--- src/rtl/timestamp_reader_pkg.sv ---
// Shared types and constants for the timestamp frame reader.
package timestamp_reader_pkg;

    typedef enum logic [2:0] {
        ST_IDLE,
        ST_SNAP0,
        ST_SNAP1,
        ST_SEND,
        ST_ACK
    } state_t;

    localparam int         FRAME_LEN = 14;
    localparam logic [7:0] HDR_FLAG  = 8'h10;

    // Byte positions inside the frame.
    localparam logic [3:0] IDX_HDR = 4'd0;
    localparam logic [3:0] IDX_LO  = 4'd1;
    localparam logic [3:0] IDX_HI  = 4'd5;
    localparam logic [3:0] IDX_PH  = 4'd9;
    localparam logic [3:0] IDX_CS  = 4'd13;

    typedef struct packed {
        logic [31:0] phase;
        logic [31:0] hi;
        logic [31:0] lo;
    } snap_t;

    // Picks byte idx (0..12) out of the 13-byte frame image: header,
    // then lo, hi, phase, each little-endian.
    function automatic logic [7:0] frame_byte(snap_t s, logic [7:0] hdr, logic [3:0] idx);
        logic [103:0] img;
        img = {s.phase, s.hi, s.lo, hdr} >> {idx, 3'b000};
        return img[7:0];
    endfunction

endpackage

--- src/rtl/timestamp_reader_if.sv ---
// Valid/ready byte stream from the reader toward the USB FIFO.
interface timestamp_reader_if;
    logic [7:0] oByte;
    logic       oByteValid;
    logic       iByteReady;

    modport master (output oByte, output oByteValid, input iByteReady);
    modport slave  (input oByte, input oByteValid, output iByteReady);
endinterface

--- src/rtl/timestamp_reader_rdy_sync.sv ---
// N-stage single-bit synchronizer for the asynchronous latch-ready flags.
// N must be at least 2.
module rdy_sync #(
    parameter int N = 2
) (
    input  logic clk,
    input  logic rst,
    input  logic d,
    output logic q
);
    logic [N-1:0] stages;

    // Shift the raw flag through the synchronizer chain.
    always_ff @(posedge clk) begin
        if (rst) stages <= '0;
        else     stages <= {stages[N-2:0], d};
    end

    assign q = stages[N-1];
endmodule

--- src/rtl/timestamp_reader.sv ---
// Takes a consistent snapshot of a ready channel's latched count/phase,
// sends it as a 14-byte checksummed frame and releases the latch.
//
// state | meaning
// IDLE  | waiting for an eligible channel
// SNAP0 | first capture of {phase, hi, lo}
// SNAP1 | second capture, compared against the first
// SEND  | streaming the frame bytes
// ACK   | one-cycle latch release pulse for the served channel
module timestamp_reader
    import timestamp_reader_pkg::*;
#(
    parameter int         pSYNC_STAGES = 2,
    parameter int         pMAX_RETRY   = 4,
    parameter logic [7:0] pHDR1        = 8'hA1
) (
    input  logic        globalClock,
    input  logic        iReset,
    input  logic        iRdyCOUNTER,
    input  logic        iRdyCOUNTER2,
    input  logic [31:0] i1COUNTER,
    input  logic [31:0] i1COUNTERHi,
    input  logic [31:0] i1COUNTERPhase,
    input  logic [31:0] i2COUNTER,
    input  logic [31:0] i2COUNTERHi,
    input  logic [31:0] i2COUNTERPhase,
    output logic        oResetLatch1,
    output logic        oResetLatch2,
    output logic        oBusy,
    output logic [7:0]  oRetryCount,
    timestamp_reader_if.master stream
);
    localparam logic [7:0] MAX_RETRY = 8'(pMAX_RETRY);
    localparam logic [7:0] HDR2      = pHDR1 + 8'd1;

    state_t     state, state_nx;
    logic       r1, r2;
    logic [1:0] armed;
    logic       last_ch2;
    logic       sel_ch2, sel_ch2_nx;
    logic       flagged, flagged_nx;
    logic [7:0] retries, retries_nx;
    logic       retry_inc, ack;
    logic       elig1, elig2;
    snap_t      live, snap_a, snap_b;
    logic [3:0] idx;
    logic [7:0] csum, hdr, cur_byte, retry_cnt;

    rdy_sync #(.N(pSYNC_STAGES)) u_sync1 (.clk(globalClock), .rst(iReset), .d(iRdyCOUNTER),  .q(r1));
    rdy_sync #(.N(pSYNC_STAGES)) u_sync2 (.clk(globalClock), .rst(iReset), .d(iRdyCOUNTER2), .q(r2));

    // armed blocks re-serving a flag that never dropped after its release.
    assign elig1 = r1 && armed[0];
    assign elig2 = r2 && armed[1];
    assign live  = sel_ch2 ? {i2COUNTERPhase, i2COUNTERHi, i2COUNTER}
                           : {i1COUNTERPhase, i1COUNTERHi, i1COUNTER};

    // State and per-frame control registers.
    always_ff @(posedge globalClock) begin
        if (iReset) begin
            state   <= ST_IDLE;
            sel_ch2 <= 1'b0;
            flagged <= 1'b0;
            retries <= '0;
        end else begin
            state   <= state_nx;
            sel_ch2 <= sel_ch2_nx;
            flagged <= flagged_nx;
            retries <= retries_nx;
        end
    end

    // Next-state logic, channel arbitration and snapshot comparison.
    always_comb begin
        state_nx   = state;
        sel_ch2_nx = sel_ch2;
        flagged_nx = flagged;
        retries_nx = retries;
        retry_inc  = 1'b0;
        ack        = 1'b0;
        case (state)
            ST_IDLE: begin
                if (elig1 || elig2) begin
                    // With both eligible, take the one not served last.
                    sel_ch2_nx = elig2 && (!elig1 || !last_ch2);
                    retries_nx = '0;
                    flagged_nx = 1'b0;
                    state_nx   = ST_SNAP0;
                end
            end
            ST_SNAP0: state_nx = ST_SNAP1;
            ST_SNAP1: begin
                if (live == snap_a) begin
                    state_nx = ST_SEND;
                end else if (retries < MAX_RETRY) begin
                    retries_nx = retries + 8'd1;
                    retry_inc  = 1'b1;
                    state_nx   = ST_SNAP0;
                end else begin
                    flagged_nx = 1'b1;
                    state_nx   = ST_SEND;
                end
            end
            ST_SEND: begin
                if (stream.iByteReady && idx == IDX_CS) state_nx = ST_ACK;
            end
            ST_ACK: begin
                ack      = 1'b1;
                state_nx = ST_IDLE;
            end
            default: state_nx = ST_IDLE;
        endcase
    end

    // Snapshot capture, byte index, running checksum, arming and statistics.
    always_ff @(posedge globalClock) begin
        if (iReset) begin
            snap_a    <= '0;
            snap_b    <= '0;
            idx       <= '0;
            csum      <= '0;
            retry_cnt <= '0;
            armed     <= 2'b11;
            last_ch2  <= 1'b1;
        end else begin
            if (state == ST_SNAP0) snap_a <= live;
            if (state == ST_SNAP1) begin
                snap_b <= live;
                idx    <= '0;
                csum   <= '0;
            end else if (state == ST_SEND && stream.iByteReady) begin
                idx  <= idx + 4'd1;
                csum <= csum ^ cur_byte;
            end
            if (retry_inc && retry_cnt != 8'hFF) retry_cnt <= retry_cnt + 8'd1;
            if (ack) begin
                armed[sel_ch2] <= 1'b0;
                last_ch2       <= sel_ch2;
            end
            // A dropped flag re-arms its channel, even in the ACK cycle.
            if (!r1) armed[0] <= 1'b1;
            if (!r2) armed[1] <= 1'b1;
        end
    end

    assign hdr      = (sel_ch2 ? HDR2 : pHDR1) | (flagged ? HDR_FLAG : 8'h00);
    assign cur_byte = (idx == IDX_CS) ? csum : frame_byte(snap_b, hdr, idx);

    assign stream.oByte      = (state == ST_SEND) ? cur_byte : 8'h00;
    assign stream.oByteValid = (state == ST_SEND);
    assign oResetLatch1      = ack && !sel_ch2;
    assign oResetLatch2      = ack && sel_ch2;
    assign oBusy             = (state != ST_IDLE);
    assign oRetryCount       = retry_cnt;
endmodule
--- src/flat_wrapper.sv ---
// flat-port wrapper written by rule: the top's interface ports become plain ports
module timestamp_reader_flat import timestamp_reader_pkg::*;
#(
    parameter int         pSYNC_STAGES = 2,
    parameter int         pMAX_RETRY   = 4,
    parameter logic [7:0] pHDR1        = 8'hA1
)
  (globalClock, iReset, iRdyCOUNTER, iRdyCOUNTER2, i1COUNTER, i1COUNTERHi, i1COUNTERPhase, i2COUNTER, i2COUNTERHi, i2COUNTERPhase, oResetLatch1, oResetLatch2, oBusy, oRetryCount, stream_oByte, stream_oByteValid, stream_iByteReady);
  timestamp_reader_if stream_i ();
  input  logic globalClock;
  input  logic iReset;
  input  logic iRdyCOUNTER;
  input  logic iRdyCOUNTER2;
  input  logic [31:0] i1COUNTER;
  input  logic [31:0] i1COUNTERHi;
  input  logic [31:0] i1COUNTERPhase;
  input  logic [31:0] i2COUNTER;
  input  logic [31:0] i2COUNTERHi;
  input  logic [31:0] i2COUNTERPhase;
  output logic oResetLatch1;
  output logic oResetLatch2;
  output logic oBusy;
  output logic [7:0] oRetryCount;
  output wire logic [$bits(stream_i.oByte)-1:0] stream_oByte;
  output wire logic [$bits(stream_i.oByteValid)-1:0] stream_oByteValid;
  input wire logic [$bits(stream_i.iByteReady)-1:0] stream_iByteReady;
  assign stream_oByte = stream_i.oByte;
  assign stream_oByteValid = stream_i.oByteValid;
  assign stream_i.iByteReady = stream_iByteReady;
  timestamp_reader #(.pSYNC_STAGES(pSYNC_STAGES), .pMAX_RETRY(pMAX_RETRY), .pHDR1(pHDR1)) u_core (.globalClock(globalClock), .iReset(iReset), .iRdyCOUNTER(iRdyCOUNTER), .iRdyCOUNTER2(iRdyCOUNTER2), .i1COUNTER(i1COUNTER), .i1COUNTERHi(i1COUNTERHi), .i1COUNTERPhase(i1COUNTERPhase), .i2COUNTER(i2COUNTER), .i2COUNTERHi(i2COUNTERHi), .i2COUNTERPhase(i2COUNTERPhase), .oResetLatch1(oResetLatch1), .oResetLatch2(oResetLatch2), .oBusy(oBusy), .oRetryCount(oRetryCount), .stream(stream_i));
endmodule
--- config.mk ---
export PLATFORM = sky130hd
export DESIGN_NAME = timestamp_reader_flat
export DESIGN_NICKNAME = d
export VERILOG_FILES = /design/src/rtl/timestamp_reader_pkg.sv /design/src/rtl/timestamp_reader_if.sv /design/src/rtl/timestamp_reader_rdy_sync.sv /design/src/rtl/timestamp_reader.sv /design/src/flat_wrapper.sv
export SDC_FILE = /design/constraint.sdc
export NUM_CORES = 1
export LEC_CHECK = 0
export ABC_AREA = 1
export BUFFER_PORTS_ARGS = -buffer_cell sky130_fd_sc_hd__buf_4
export CAP_MARGIN = 10
export CORE_MARGIN = 2
export CORE_UTILIZATION = 35
export DETAILED_ROUTE_END_ITERATION = 12
export PLACE_DENSITY_LB_ADDON = 0.12
export REMOVE_ABC_BUFFERS = 1
export SLEW_MARGIN = 20
export SYNTH_ARGS = -nofsm -noshare
export SYNTH_HDL_FRONTEND = slang
export SYNTH_SLANG_ARGS = --single-unit
--- constraint.sdc ---
create_clock -name globalClock -period 2.7 [get_ports globalClock]
set_input_delay 0.54 -clock globalClock [delete_from_list [all_inputs] [get_ports globalClock]]
set_output_delay 0.54 -clock globalClock [all_outputs]
set_load 0.01 [all_outputs]
# Yosys cells after proc, flatten, opt, wreduce, memory -nomap -nowiden
# Index checks and enable logic that the tools add are counted.
# Widths: inputs -> output; s select.
op_classes:
  shift: 1
  add_sub_neg: 3
  reduce_logical: 24
  div_mod_pow: 0
  n_mux: 24
  eq_ne: 12
  multipliers: 0
  order_cmp: 3
  bitwise_logic: 6
op_table:
  columns: ["op", "n"]
  rows:
  - ["$shr 104x7->8", 1]
  - ["$eq 96x96->1", 1]
  - ["$mux 96", 1]
  - ["$mux 8", 5]
  - ["$add 8x1->8 const B", 2]
  - ["$pmux 8 s2", 1]
  - ["$pmux 3 s4", 1]
  - ["$logic_and 1x1->1", 9]
  - ["$mux 3", 3]
  - ["$lt 8x3->1 const B", 1]
  - ["$mux 1", 8]
  - ["$ne 8x8->1 const B", 1]
  - ["$or 8x8->8", 1]
  - ["$reduce_and 4->1", 2]
  - ["$xor 8x8->8", 1]
  - ["$eq 3x2->1 const B", 2]
  - ["$ne 2x1->1 const B", 3]
  - ["$reduce_or 2->1", 3]
  - ["$mux 5", 1]
  - ["$add 4x1->4 const B", 1]
  - ["$eq 4x4->1 const B", 1]
  - ["$mux 2", 2]
  - ["$ne 2x2->1 const B", 2]
  - ["$reduce_and 2->1", 2]
  - ["14 further kinds", 18]
word_totals:
  ram_bits: 0
  input_bits: 197
  output_inout_bits: 20
  latchBits: 0
  mem_count: 0
  elab_cells: 91
  mem_bits_ro: 0
  reg_bits: 232

# Longest topological paths before layout
# Gate-level depths: netlist of run 1.
depth:
  word_depth: 6
  depth_mapped: 18
  mapped_depth_nobuf: 16

# By module
# Synthesis of run 1 repeated with hierarchy kept, for this count alone.
hier_totals:
  cells_unflattened: 1928
  hier_area_um2: 12115.4
by_module_without_submodules:
  columns: ["mod", "cells_each", "instances", "area_per_inst_um2", "seq_area_each_um2"]
  rows:
  - ["timestamp_reader", 1916, 1, 12005.3, 4564.4]
  - ["rdy_sync", 6, 2, 55.1, 40.0]

# Worst setup path before layout of run 1
# OpenSTA, ideal clock, no wires.
synth_timing:
  path_type: "reg2out"
  start: "reg u_core.idx[0]"
  end: "out stream_oByte[5]"
  path_buffers: 2
  arrival_ps: 1665
  path_stages_with_launch: 11
  required_time_ps: 2160
  slack_ps: 495
  path_cell_list: "dfxtp_1 clkbuf_1 clkbuf_1 o21ai_0 a21oi_1 o21ai_0 nand2_1 nor2_1 a21oi_1 inv_1 nor2_1"
synth_between:
  elab_chain_cells: 3
  word_cells_on_any_way: 4
  classes_between: "eq/ne: 1; shift: 1; mux: 2"
synth_rtl:
  columns: ["element", "line_no", "source"]
  rows:
  - ["start: declaration", "timestamp_reader.sv:46", "logic [3:0] idx;"]
  - ["start signal: assignment", "timestamp_reader.sv:132", "idx <= idx + 4'd1;"]
  - ["$shr 104x7->8 / $eq 4x4->1 (equally long branches)", "timestamp_reader_pkg.sv:32, timestamp_reader.sv:147", null]
  - ["$mux 8 *", "timestamp_reader.sv:147", "assign cur_byte = (idx == IDX_CS) ? csum : frame_byte(snap_b, hdr, idx);"]
  - ["$mux 8 *", "timestamp_reader.sv:149", "assign stream.oByte = (state == ST_SEND) ? cur_byte : 8'h00;"]
  - ["end: declaration", "flat_wrapper.sv:24", "output wire logic [$bits(stream_i.oByte)-1:0] stream_oByte;"]
# Every way passes the cells marked *; elsewhere a longest branch is shown, timed or not.

# Final worst setup path of run 1
layout_timing:
  start: "reg u_core.idx[1]"
  end: "out stream_oByte[2]"
# Same word-level chain as after synthesis.

==> impl_results.md, run 1 <==
- Cell taking the most area after synthesis: dfxtp_1
- Worst-path clk slew: 0.06 ns
- Worst-Skew Late Latency: 0.54 ns
- Synth Area per Inst: 6.228 um^2
- Required time worst endpoint: 2.16 ns
- CTS root buf: clkbuf_16
- Post-layout util: 0.4487
- Crit Path Category: reg2out
- Least-Margin Pin Slew: 0.6257 ns
- Worst slew margin: 0.5829
- RSZ-0062 raised after global routing: true
- WHS: 0.2182 ns
- Worst vdd ir: 0.4175 mV
- Die height: 190.0 um
- Worst Hold Class: in2reg
- Antenna cells: 0
- Failing checks: negative setup slack
- Synth warnings: 0
- CP Launch Type: register
- Vias in the first global route: 11,560
- Post-synth EDFFs: 0
- CP Capture Type: output port
- TritonCTS clock tree: done
- Leading cell type by number of instances after synthesis: nand2_1
- Die Wd: 190.0 um
- Largest cells by area after synthesis: dfxtp_1 (38%), nand2_1 (18%), o21ai_0 (11%)
- Synthesized area: 12,110 um^2
- Post-synthesis sequential area ratio: 0.3834
- # rows: 68
- Place WS: -0.1787 ns
- Via count: 12,570
- Tot Pwr: 8.376 mW
- CP Max Fanout: 12
- 1st-iter DRT viols: 722
- Tcrit/Tclk final: 1.023
- Placer Congestion: 0.8111
- Final worst slack: -0.06163 ns
- Routed Antenna Nets: 0
- Fin crit period: 2.762 ns
- #FFs+latches synth: 232
- Area Overhead vs Synth: 26.99%
- Fill count: 3,666
- Cts hold-fix bufs: 0
- Clk buf depth: 3
- Core area: 34,290 um^2
- Post-synth top cells: nand2_1 (567), o21ai_0 (263), dfxtp_1 (232)
- Layout Skew: 0.01949 ns
- DR vias/cell: 4.836
- Total iterations of the first detailed-routing run: 5
- Global-route wire length before repair: 59,900 um
- Drt total wl: 38,090 um
- Num CTS Buffers: 27
- # DRC: 0
- Arr. time, crit path: 2.22 ns
- Die area: 36,120 um^2
- Post-synthesis instance total: 1,945
- Synth async-reset ratio: 0
- Top cell type's share of synthesized area: 0.3834
- Fmax: 362.1 MHz
- Status: finished with violations
- # setup viols final: 3
- Leak: 6.778 nW
- Synth cell types: 29
- Top_reg_cell synth: dfxtp_1
- Ratio of cells with drive above 1 in the final layout: 0.1671
- Sink Count: 232
- Max-Cap Viols: 0
- GRT Residual Overflow: 0
- Largest net degree at the start of global routing: 112
- IO Pins: 217
- Gr usage total: 0.2058
- DP Wirelength: 26,430 um
- IO buf count: 216
- Starting Density: 0.3533
- Pwr per Cell Area: 544.5 nW/um^2
- Fin. max-slew vios: 0
- DR WL/cell: 14.66 um
- Initial antenna violation count: 1
- H-tree Lvls: 1
- Nets@finish: 2,324
- Final Hold Viols: 0
-- routing by layer --
layer | GRT usage | wire [um] | up-vias
met4 | 0.03667 | 682 | 0
li1 | - | - | 6623
met3 | 0.02029 | 1424 | 36
met2 | 0.3581 | 18180 | 216
met5 | 0 | 0 | -
met1 | 0.2786 | 17800 | 5690
-- placed cells by master (no fill, tap or decap), types with 4 or more instances in the layout --
cell and instances:
buf_6 8, nand2_1 563, o211ai_1 8, clkbuf_16 27, clkinv_2 9, o21ai_2 8, a21oi_1 200, nor2_1 189
inv_2 7, o21ai_0 229, xor2_1 8, clkbuf_8 4, dfxtp_1 229, ha_1 4, nand3_1 128, inv_1 180
a21oi_2 14, buf_4 232, buf_12 12, clkbuf_1 8, nor2_2 8, o21ai_1 25
-- worst paths after layout --
check             cells past startpoint                           startpoint                             endpoint  slack (ns)
hold / removal                        3                         iRdyCOUNTER2  u_core.u_sync2.stages[0]$_SDFF_PP0_        0.22
hold reg to reg                       2  u_core.u_sync2.stages[0]$_SDFF_PP0_  u_core.u_sync2.stages[1]$_SDFF_PP0_        0.41
setup / recovery                     10           u_core.idx[1]$_SDFFE_PP0P_                      stream_oByte[2]       -0.06
setup reg to reg                     14          u_core.sel_ch2$_SDFFE_PP0P_   u_core.oRetryCount[3]$_SDFFE_PP0P_        0.24
-- power by group --
| part | switching, mW | total (mW) | internal [mW] |
|---|---|---|---|
| sequential | 0.0949 | 3.73 | 3.63 |
| combinational | 0.726 | 1.24 | 0.510 |
| clock | 1.46 | 3.41 | 1.95 |
| total | 2.29 | 8.38 | 6.09 |
-- stage by stage --
step / instance area (um^2) / std cells / setup TNS [ns]
2_1_floorplan: 11620 / 1838 / -305.63
3_3_place_gp: 14160 / 2535 / -1.290
3_5_place_dp: 14160 / 2535 / -1.517
4_1_cts: 15300 / 2595 / -0.3952
5_1_grt: 15380 / 2598 / -1.072
6_report: 15380 / 2598 / -0.1209
-- worst max-delay path, stage by stage (launching register included) --
cell      delay, ns
dfxtp_2        0.35
inv_2          0.05
buf_4          0.19
a21oi_1        0.12
o21ai_0        0.13
o31ai_2        0.12
a21oi_2        0.12
o211ai_1       0.25
nand2_1        0.12
inv_2          0.10
buf_4          0.12
-- cell families after synthesis --
group           share of synthesized area
simple gates                       0.3000
flops                              0.3834
xor+xnor                         0.006507
buf+inv                            0.1006
fa+ha+maj                        0.004132
compound gates                     0.2053
-- sequential cells by signal, summed over array words and instances (netlist names) --
signal                 count
u_core.snap_a             96
u_core.retries             8
u_core.idx                 4
u_core.sel_ch2             1
u_core.oRetryCount         8
u_core.state               3
u_core.snap_b             96
u_core.csum                8
u_core.flagged             1
u_core.last_ch2            1
u_core.armed               2
u_core.u_sync1.stages      2
u_core.u_sync2.stages      2
-- timing repair --
action,4_1_cts,5_1_grt
buffers inserted,6,4
gates cloned,5,0
pin swaps,28,9
endpoints found under the hold margin,0,0
resized for setup,77,34
setup endpoints to repair,23,23
-- final cells by class --
type / count / area (um^2) / area share
Clock inverter: 10 / 53.80 / 0.003497
Multi-Input combinational cell: 1414 / 6444 / 0.4189
Inverter: 192 / 733.2 / 0.04766
Sequential cell: 232 / 4653 / 0.3025
Timing Repair Buffer: 256 / 2170 / 0.1410
Clock buffer: 39 / 760.7 / 0.04945
Tap cell: 455 / 569.3 / 0.03701
Power figures use the tool's default switching activity.
==> inputs of run 2 (changes only) <==
Settings changed: PLACE_DENSITY set to 0.64, PLACE_DENSITY_LB_ADDON 0.12 to unset.
==> impl_results.md, run 2 (synthesis results as in run 1) <==
- Worst-path clk slew: 0.06 ns
- DR vias/cell: 4.888
- Core area: 34,290 um^2
- Cell internal pwr: 6.330 mW
- IO buf count: 216
- RR Endpoint: u_core.oRetryCount[3]$_SDFFE_PP0P_
- Fin. max-slew vios: 0
- Clock power share: 0.425
- Die Wd: 190.0 um
- Seq pwr share: 0.433
- Worst vdd ir: 0.4037 mV
- CP Launch Type: register
- Largest net degree at the start of global routing: 103
- Sw Share: 0.2653
- Worst r2r src: u_core.sel_ch2$_SDFFE_PP0P_
- Switching power: 2.285 mW
- IO Pins: 217
- Arr. time, crit path: 2.17 ns
- Die area: 36,120 um^2
- Top flop regs: u_core.snap_a x96, u_core.snap_b x96
- Worst Hold Launch: iRdyCOUNTER2
- Fmax: 369.4 MHz
- Failing checks: negative setup slack
- Area Overhead vs Synth: 26.44%
- TritonCTS clock tree: done
- Vias in the first global route: 11,600
- GRT Residual Overflow: 0
- Status: finished with violations
- # rows: 68
- Final worst slack: -0.007174 ns
- Final Hold Viols: 0
- Leak: 6.761 nW
- CP Max Fanout: 6
- Cts hold-fix bufs: 0
- Worst Hold Class: in2reg
- Hold Path Sink: u_core.u_sync2.stages[0]$_SDFF_PP0_
- Placer Congestion: 0.8644
- Worst r2r path cells: 14
- Initial antenna violation count: 0
- Gr usage total: 0.1951
- H-tree Lvls: 1
- Ratio of cells with drive above 1 in the final layout: 0.1629
- Required time worst endpoint: 2.16 ns
- Max-Cap Viols: 0
- CTS root buf: clkbuf_16
- Tcrit/Tclk final: 1.003
- Layout Skew: 0.008478 ns
- Worst slew margin: 0.5909
- Starting Density: 0.3533
- Worst-Skew Late Latency: 0.54 ns
- Least-Margin Pin Slew: 0.6136 ns
- Die height: 190.0 um
- # DRC: 0
- Most frequent cells in the layout: nand2_1 (564), o21ai_0 (245), buf_4 (243)
- Fin crit period: 2.707 ns
- 1st-iter DRT viols: 868
- Global-route wire length before repair: 57,460 um
- Drt total wl: 36,610 um
- Via count: 12,700
- Commonest non-fill, non-tap cell in the layout: nand2_1
- Antenna cells: 0
- # setup viols final: 2
- Hold depth: 3
- Pwr per Cell Area: 562.4 nW/um^2
- Combinational share of power: 0.143
- Routed Antenna Nets: 0
- Nets@finish: 2,328
- Crit Path Category: reg2out
- WHS: 0.2135 ns
- Sink Count: 232
- DR WL/cell: 14.10 um
- Clk buf depth: 3
- RSZ-0062 raised after global routing: true
- Total iterations of the first detailed-routing run: 5
- Num CTS Buffers: 27
- DP Wirelength: 26,620 um
- Tot Pwr: 8.615 mW
- CP Capture Type: output port
- Worst R2R Setup Slack: 0.26 ns
[run 2: changes by cell type in the layout (fill, tap and decap cells not counted), moves of 5 or more]
cell      change
clkbuf_1      -5
o21ai_2       -6
o21ai_0      +16
clkinv_2      -5
o21ai_1       -9
a21oi_1       +5
buf_4        +11
[run 2: worst max path at each step]
stage,start,endpoint,slack [ns],cells past startpoint
floorplan,u_core.sel_ch2$_SDFFE_PP0P_,u_core.retries[0]$_SDFFE_PP0P_,-1.74,15
global placement,u_core.sel_ch2$_SDFFE_PP0P_,u_core.oRetryCount[4]$_SDFFE_PP0P_,-0.13,13
detailed placement,u_core.sel_ch2$_SDFFE_PP0P_,u_core.oRetryCount[3]$_SDFFE_PP0P_,-0.21,13
CTS,u_core.idx[0]$_SDFFE_PP0P_,stream_oByte[2],-0.07,10
global route,u_core.idx[1]$_SDFFE_PP0P_,stream_oByte[5],-0.10,11
finish,u_core.idx[0]$_SDFFE_PP0P_,stream_oByte[5],-0.007,10
[run 2: routing by layer]
metal	wire length [um]	part of all wire	GRT usage	up-vias
li1	-	-	-	6613
met1	16810	0.46	0.2584	5736
met2	17050	0.47	0.3337	285
met3	1762	0.048	0.02343	61
met4	975	0.027	0.05546	0
met5	0	0	0	-
[run 2: metrics by stage]
step | instances | TNS, ns | cell area, um^2 | utilization | worst slack [ns]
2_1_floorplan | 1838 | -305.63 | 11620 | - | -1.742
3_3_place_gp | 2539 | -1.389 | 14170 | 0.4134 | -0.1298
3_5_place_dp | 2539 | -2.024 | 14170 | 0.4134 | -0.2075
4_1_cts | 2591 | -0.2343 | 15150 | 0.4420 | -0.07171
5_1_grt | 2597 | -0.5964 | 15320 | 0.4467 | -0.1009
6_report | 2597 | -0.007863 | 15320 | 0.4467 | -0.007174
[run 2: final cells by class]
class	count	area, um^2
flip-flops and latches	232	4656
well taps	455	569.3
clock inverters	7	90.09
clock buffers	37	783.3
inverters	192	735.7
repair buffers	260	2107
multi-input cells	1414	6376
fillers	3564	18970
[run 2: power groups by stage]
stage,sequential [mW],combinational [mW],clock (mW)
detailed placement,3.80,1.23,0
finish,3.73,1.23,3.66
global route,3.75,1.41,3.86
CTS,3.73,1.23,3.74
floorplan,3.79,0.734,0
global placement,3.79,1.20,0
[run 2: critical path, cell delays in order, from the launching register on]
cell and delay (ns):
dfxtp_4 0.42, buf_4 0.16, o21ai_0 0.08, o21ai_1 0.20, o211ai_1 0.16, nand2_1 0.11
nor2_2 0.04, a21oi_2 0.12, inv_1 0.06, nor2_2 0.14, buf_4 0.15
[run 2: what timing repair did]
action / CTS / global route
setup buffers: 8 / 6
endpoints found under the setup margin: 23 / 21
pin swaps: 8 / 17
gates resized for setup: 30 / 42
